`src/rtl/obi_apb_bridge_pkg.sv`:
```
// Shared types and constants for the OBI-to-APB bridge.
package obi_apb_bridge_pkg;

  typedef enum logic [1:0] {
    IDLE   = 2'd0,
    SETUP  = 2'd1,
    ACCESS = 2'd2,
    RESP   = 2'd3
  } state_e;

  // Read data returned on a timeout abort is this bit replicated across the bus.
  localparam logic TIMEOUT_FILL_BIT = 1'b1;

  localparam int DEFAULT_TIMEOUT_CYCLES = 256;

endpackage

```
`src/rtl/obi_to_apb_bridge.sv`:
```
// Single-outstanding OBI subordinate to APB manager bridge with ACCESS timeout.
//
// state  | meaning
// IDLE   | waiting for an OBI request; the only state that grants
// SETUP  | APB setup phase: psel=1, penable=0
// ACCESS | APB access phase: psel=1, penable=1, waiting on pready or timeout
// RESP   | one-cycle OBI response (rvalid, err), APB bus idle
module obi_to_apb_bridge
  import obi_apb_bridge_pkg::*;
#(
  parameter int AddrWidth     = 32,
  parameter int DataWidth     = 32,
  parameter int TimeoutCycles = DEFAULT_TIMEOUT_CYCLES
) (
  input  logic                   clk_i,
  input  logic                   rst_i,
  input  logic                   obi_req_i,
  output logic                   obi_gnt_o,
  input  logic [AddrWidth-1:0]   obi_addr_i,
  input  logic                   obi_we_i,
  input  logic [DataWidth/8-1:0] obi_be_i,
  input  logic [DataWidth-1:0]   obi_wdata_i,
  output logic                   obi_rvalid_o,
  output logic [DataWidth-1:0]   obi_rdata_o,
  output logic [AddrWidth-1:0]   apb_paddr_o,
  output logic [2:0]             apb_pprot_o,
  output logic                   apb_psel_o,
  output logic                   apb_penable_o,
  output logic                   apb_pwrite_o,
  output logic [DataWidth-1:0]   apb_pwdata_o,
  output logic [DataWidth/8-1:0] apb_pstrb_o,
  input  logic                   apb_pready_i,
  input  logic [DataWidth-1:0]   apb_prdata_i,
  input  logic                   apb_pslverr_i,
  output logic                   err_o
);

  localparam int StrbWidth = DataWidth / 8;
  // A zero-width counter is illegal, so keep one bit when the timeout is disabled.
  localparam int CntWidth  = (TimeoutCycles > 0) ? $clog2(TimeoutCycles + 1) : 1;
  localparam logic [CntWidth-1:0] CntLast = CntWidth'(TimeoutCycles - 1);

  state_e                 r_state;
  logic [AddrWidth-1:0]   r_paddr;
  logic                   r_pwrite;
  logic [DataWidth-1:0]   r_pwdata;
  logic [StrbWidth-1:0]   r_pstrb;
  logic                   r_psel;
  logic                   r_penable;
  logic [DataWidth-1:0]   r_rdata;
  logic                   r_rvalid;
  logic                   r_err;
  logic [CntWidth-1:0]    r_cnt;

  logic                   w_gnt;
  logic                   w_timeout;

  // Grant is purely combinational so a request in IDLE is accepted the same cycle.
  assign w_gnt     = obi_req_i && (r_state == IDLE);
  // Counter holds the number of ACCESS cycles already spent before this one.
  assign w_timeout = (TimeoutCycles > 0) && (r_cnt == CntLast);

  // Bridge FSM with all APB and OBI response outputs registered.
  always_ff @(posedge clk_i) begin
    if (rst_i) begin
      r_state   <= IDLE;
      r_paddr   <= '0;
      r_pwrite  <= 1'b0;
      r_pwdata  <= '0;
      r_pstrb   <= '0;
      r_psel    <= 1'b0;
      r_penable <= 1'b0;
      r_rdata   <= '0;
      r_rvalid  <= 1'b0;
      r_err     <= 1'b0;
      r_cnt     <= '0;
    end else begin
      r_rvalid <= 1'b0;
      r_err    <= 1'b0;
      case (r_state)
        IDLE: begin
          if (w_gnt) begin
            r_paddr  <= obi_addr_i;
            r_pwrite <= obi_we_i;
            r_pwdata <= obi_wdata_i;
            r_pstrb  <= obi_we_i ? obi_be_i : '0;
            r_psel   <= 1'b1;
            r_cnt    <= '0;
            r_state  <= SETUP;
          end
        end
        SETUP: begin
          r_penable <= 1'b1;
          r_state   <= ACCESS;
        end
        ACCESS: begin
          if (apb_pready_i) begin
            r_rdata   <= r_pwrite ? '0 : apb_prdata_i;
            r_err     <= apb_pslverr_i;
            r_rvalid  <= 1'b1;
            r_psel    <= 1'b0;
            r_penable <= 1'b0;
            r_state   <= RESP;
          end else if (w_timeout) begin
            r_rdata   <= {DataWidth{TIMEOUT_FILL_BIT}};
            r_err     <= 1'b1;
            r_rvalid  <= 1'b1;
            r_psel    <= 1'b0;
            r_penable <= 1'b0;
            r_state   <= RESP;
          end else begin
            r_cnt <= r_cnt + CntWidth'(1);
          end
        end
        RESP: begin
          r_state <= IDLE;
        end
        default: begin
          r_psel    <= 1'b0;
          r_penable <= 1'b0;
          r_state   <= IDLE;
        end
      endcase
    end
  end

  assign obi_gnt_o     = w_gnt;
  assign obi_rvalid_o  = r_rvalid;
  assign obi_rdata_o   = r_rdata;
  assign err_o         = r_err;
  assign apb_paddr_o   = r_paddr;
  assign apb_pprot_o   = 3'b000;
  assign apb_psel_o    = r_psel;
  assign apb_penable_o = r_penable;
  assign apb_pwrite_o  = r_pwrite;
  assign apb_pwdata_o  = r_pwdata;
  assign apb_pstrb_o   = r_pstrb;

endmodule

```
`config.mk`:
```
export PLATFORM = sky130hd
export DESIGN_NAME = obi_to_apb_bridge
export DESIGN_NICKNAME = d
export VERILOG_FILES = /design/src/rtl/obi_apb_bridge_pkg.sv /design/src/rtl/obi_to_apb_bridge.sv
export SDC_FILE = /design/constraint.sdc
export NUM_CORES = 1
export LEC_CHECK = 0
export CAP_MARGIN = 20
export CORE_UTILIZATION = 35
export CTS_CLUSTER_SIZE = 40
export DETAILED_ROUTE_END_ITERATION = 7
export PLACE_DENSITY = 0.71
export SLEW_MARGIN = 10
export SYNTH_ARGS = -nofsm -noshare
export SYNTH_HDL_FRONTEND = slang
export SYNTH_SLANG_ARGS = --single-unit
```
`constraint.sdc`:
```
create_clock -name clk_i -period 6 [get_ports clk_i]
set_input_delay 1.5 -clock clk_i [delete_from_list [all_inputs] [get_ports clk_i]]
set_output_delay 1.5 -clock clk_i [all_outputs]
set_load 0.02 [all_outputs]
```
# After elaboration in Yosys (flattened, before gate mapping)
# Index checks and enable logic that the tools add are counted.
[word_totals] register_bits=116 input_bits=106 out_inout_bits=109 elab_cells=53
[classes] add_sub_neg=1 n_eq_ne=8 mux=20 bitwise=1 n_reduce_logical=12
[ops] op="two-way mux 32 bit" n=3
[ops] op="two-way mux 9 bit" n=3
[ops] op="one-hot mux 9 bit (2 select lines)" n=1
[ops] op="adder 9 x 1 -> 9 bit, second input constant" n=1
[ops] op="equality test 9 x 8 -> 1 bit, second input constant" n=1
[ops] op="one-hot mux 2 bit (4 select lines)" n=1
[ops] op="AND reduction 2 bit" n=4
[ops] op="two-way mux 1 bit" n=6
[ops] op="two-way mux 2 bit" n=3
[ops] op="!= test 2 bit, second input constant" n=3
[ops] op="nonzero test 2 bit" n=3
[ops] op="equality test 2 bit, second input constant" n=2
[ops] op="two-way mux 4 bit" n=1
[ops] op="one-hot mux 1 bit (2 select lines)" n=2
[ops] op="AND reduction 4 bit" n=1
[ops] op="!= test 3 bit, second input constant" n=1
[ops] op="AND reduction 3 bit" n=1
[ops] op="equality test 2 x 1 -> 1 bit, second input constant" n=1
[ops] op="zero test 2 bit" n=1
[ops] op="OR reduction 2 bit" n=1
[ops] op="logical AND 1 bit" n=1
[ops] op="inverter 1 bit" n=1

# Longest topological paths before layout
[depth] ltp_word=4 depth_mapped=8 mapped_depth_nobuf=7

# Worst setup path before layout
# OpenSTA, ideal clock, no wires.
[synth_path] path_kind="input to output" start="input obi_req_i" end="output obi_gnt_o" arrival_time_ns=2.166 setup_slack_ns=2.334 stages=3 cell_sequence="nand2_1 inv_2 buf_1"
[synth_via] elab_chain_cells=1
[synth_lines] item="from (decl)" line="obi_to_apb_bridge.sv:17" rtl="input logic obi_req_i,"
[synth_lines] item="logical AND 1 bit" line="obi_to_apb_bridge.sv:59" rtl="assign w_gnt = obi_req_i && (r_state == IDLE);"
[synth_lines] item="to (decl)" line="obi_to_apb_bridge.sv:18" rtl="output logic obi_gnt_o,"
# Every way passes these cells.

# Worst setup path in the final report
# Ends and elaborated chain as after synthesis.

==> impl_metrics.toml <==
[timing]
tightest_slew_ns = 0.967
hold_viol = 0
clock.fmax_mhz = 232
setup_viol = 0
slew_headroom_pct = 35.4
rsz0062_at_grt = "no"
fin_setup_tns_ns = 0
final.min_clock_period_ns = 4.31
hold_ws_ns = 0.450
clock_skew_ns = 0.00960
final_max_slew_viol_count = 0
finalCritPeriodShare_pct = 71.8

[finish]
final_cell_mix = "clkdlybuf4s50_1 (210), nand2_1 (136), dfxtp_1 (116), a21oi_1 (75)"
final_cell_area_um2 = 7280
fin_util_pct = 59.9
n_antenna_cell = 0
nets = 843
layout_commonest_cell = "clkdlybuf4s50_1"
syn_to_final_growth_pct = 64.2
drive_gt1_share_pct = 5.65

[grt]
antenna_found_initial = 1
grt_max_degree = 80
grt_util_met2_pct = 33.3
track_usage_pct = 20.9
overflow = 0
grt_pass1_wl_mm = 21.1
top_usage_layer = "met2"
grt_use_met1_pct = 23.2
grtUsageMet3_pct = 10.9
grt_pass1_vias = 4300

[drt]
drt.antenna.violating_nets = 0
first_pass_iters = 4
vias = 4418
drtIter0Drc = 322
post_drt_wl_per_cell_um = 14.6
wirelength_mm = 13.3
vias_per_cell = 4.84
drcViolationCount = 0

[hold_path]
min_delay_path_depth = 2
hold_start = "apb_pstrb_o[3]"
whs_endpoint = "apb_pstrb_o[3]"
hold_class = "flop to flop"

[clocking]
cts_sinks = 116
cts_resized = 0
postCtsHoldBufs = 0
clk_pin_slew_ns = 0.05
clk_latency_ns = 0.41
cts_buffer_depth = 2
postCtsSetupBuffers = 0
root_buffer = "clkbuf_16"
h-tree-depth = 4
cts-buffers-inserted = 17
cts_tree = "done"

[yosys]
yosysUniqueCellTypes = 30
syn_inst = 535
yosysTopAreaCell = "dfxtp_1"
avgSynthCellArea_um2 = 8.29
ys_ff_latch = 116
ys_warn_count = 0
syn_area_um2 = 4430
synth_top_area_share_pct = 52.4
yosysSeqAreaShare_pct = 52.4
ys_top_cells_by_area = "dfxtp_1 (52%), nand2_1 (12%), a21oi_1 (8.5%), a22o_1 (6.3%), o21ai_0 (4.3%)"

[pwr]
ir_drop_mv = 0.241
p_leak_nw = 2.78
p_int_w = 0.00208
power_density_nw_per_um2 = 418
p_seq_share_pct = 32.7
power_frac_clock_pct = 36.1
total_power_w = 0.00304
comb_power_share_pct = 31.2
swShare_pct = 31.7
p_sw_w = 0.000964

[floorplan]
std_cell_rows = 40
chipWidth_um = 115
initial_core_util_pct = 36.5
io_pins = 215
coreArea_um2 = 12200
die_y_um = 115
dieArea_um2 = 13100

[placement]
place.gp.congestion = 0.799
hpwl_mm = 9.19
port_buffers = 211
place_area_um2 = 6640

[worst_setup_path]
r2r-end = "obi_rdata_o[6]"
worst_setup_path_end_kind = "primary output"
crit_arrival_ns = 2.81
rr_worst_depth = 8
crit_fanout = 5
r2r_start = "r_cnt[0]"
path_class = "primary input to primary output"
critical_path_required_ns = 4.50
startpoint_type = "primary input"
r2r_slack_ns = 3.85

[run_status]
outcome = "finished, final reports clean"

[run]
drv_cap = 0
==> routing by layer <==
layer | part of all wire, % | wire, um
met1 | 40 | 5320
met5 | 0.13 | 17
met3 | 12 | 1540
met2 | 46 | 6190
met4 | 2.0 | 268
==> power by group through the flow <==
stage               registers (W)  logic (W)  clock network (W)
finish                   0.000994   0.000950            0.00110
CTS                      0.000995   0.000960            0.00112
floorplan                 0.00115   0.000382                  0
global placement          0.00100   0.000931                  0
global route              0.00101    0.00103            0.00116
detailed placement        0.00101   0.000955                  0
==> worst max-delay path: stages <==
cell and delay (ns):
clkdlybuf4s50_1 0.55, nand2_2 0.09, inv_2 0.07, clkdlybuf4s50_1 0.60
==> synth_stat cells (all sizes together) <==
master and number:
nor2 4, nor3 2, conb 1, a221oi 3, clkbuf 23, nor4 3, nand3 11, nand3b 5
nand2b 1, o21ai 38, mux2i 4, or4 5, inv 39, nand2 137, o31ai 4, nand4 2
o311a 1, nor2b 2, o21a 1, dfxtp 116, buf 19, ha 6, a22o 32, nor3b 1
a21oi 75
==> logic make-up after synthesis <==
kind of cell    share of synthesized area (%)
mux                                     0.903
other cells                            0.0846
simple gates                             16.4
buf+inv                                  7.51
flops                                    52.4
compound gates                           21.0
fa+ha+maj                                1.69
==> through the flow <==
step,cells,setup WS (ns)
floorplan,537,2.33
global placement,878,1.69
finish,912,1.69
detailed placement,880,1.70
global route,912,1.66
CTS,912,1.69
==> final cells by class <==
| type | instances | area [um2] |
|---|---|---|
| Clock buffer | 22 | 464 |
| Inverter | 39 | 146 |
| Tap cell | 168 | 210 |
| Sequential cell | 116 | 2320 |
| Multi-Input combinational cell | 340 | 1790 |
| Fill cell | 1065 | 4880 |
| Timing Repair Buffer | 217 | 2170 |
| Clock inverter | 10 | 178 |
==> worst max path at each step <==
stage | from | endpoint | slack [ns] | cells past startpoint
global placement | obi_req_i | obi_gnt_o | 1.69 | 4
finish | obi_req_i | obi_gnt_o | 1.69 | 4
global route | obi_req_i | obi_gnt_o | 1.66 | 4
detailed placement | obi_req_i | obi_gnt_o | 1.70 | 4
floorplan | obi_req_i | obi_gnt_o | 2.33 | 3
CTS | obi_req_i | obi_gnt_o | 1.69 | 4
==> flip-flops by register name (all words and copies together), names as in the netlist <==
signal	flops
r_cnt	9
apb_paddr_o	32
obi_rdata_o	32
apb_pwrite_o	1
apb_psel_o	1
apb_pstrb_o	4
obi_rvalid_o	1
err_o	1
r_state	2
apb_pwdata_o	32
apb_penable_o	1
Power figures use the tool's default switching activity.
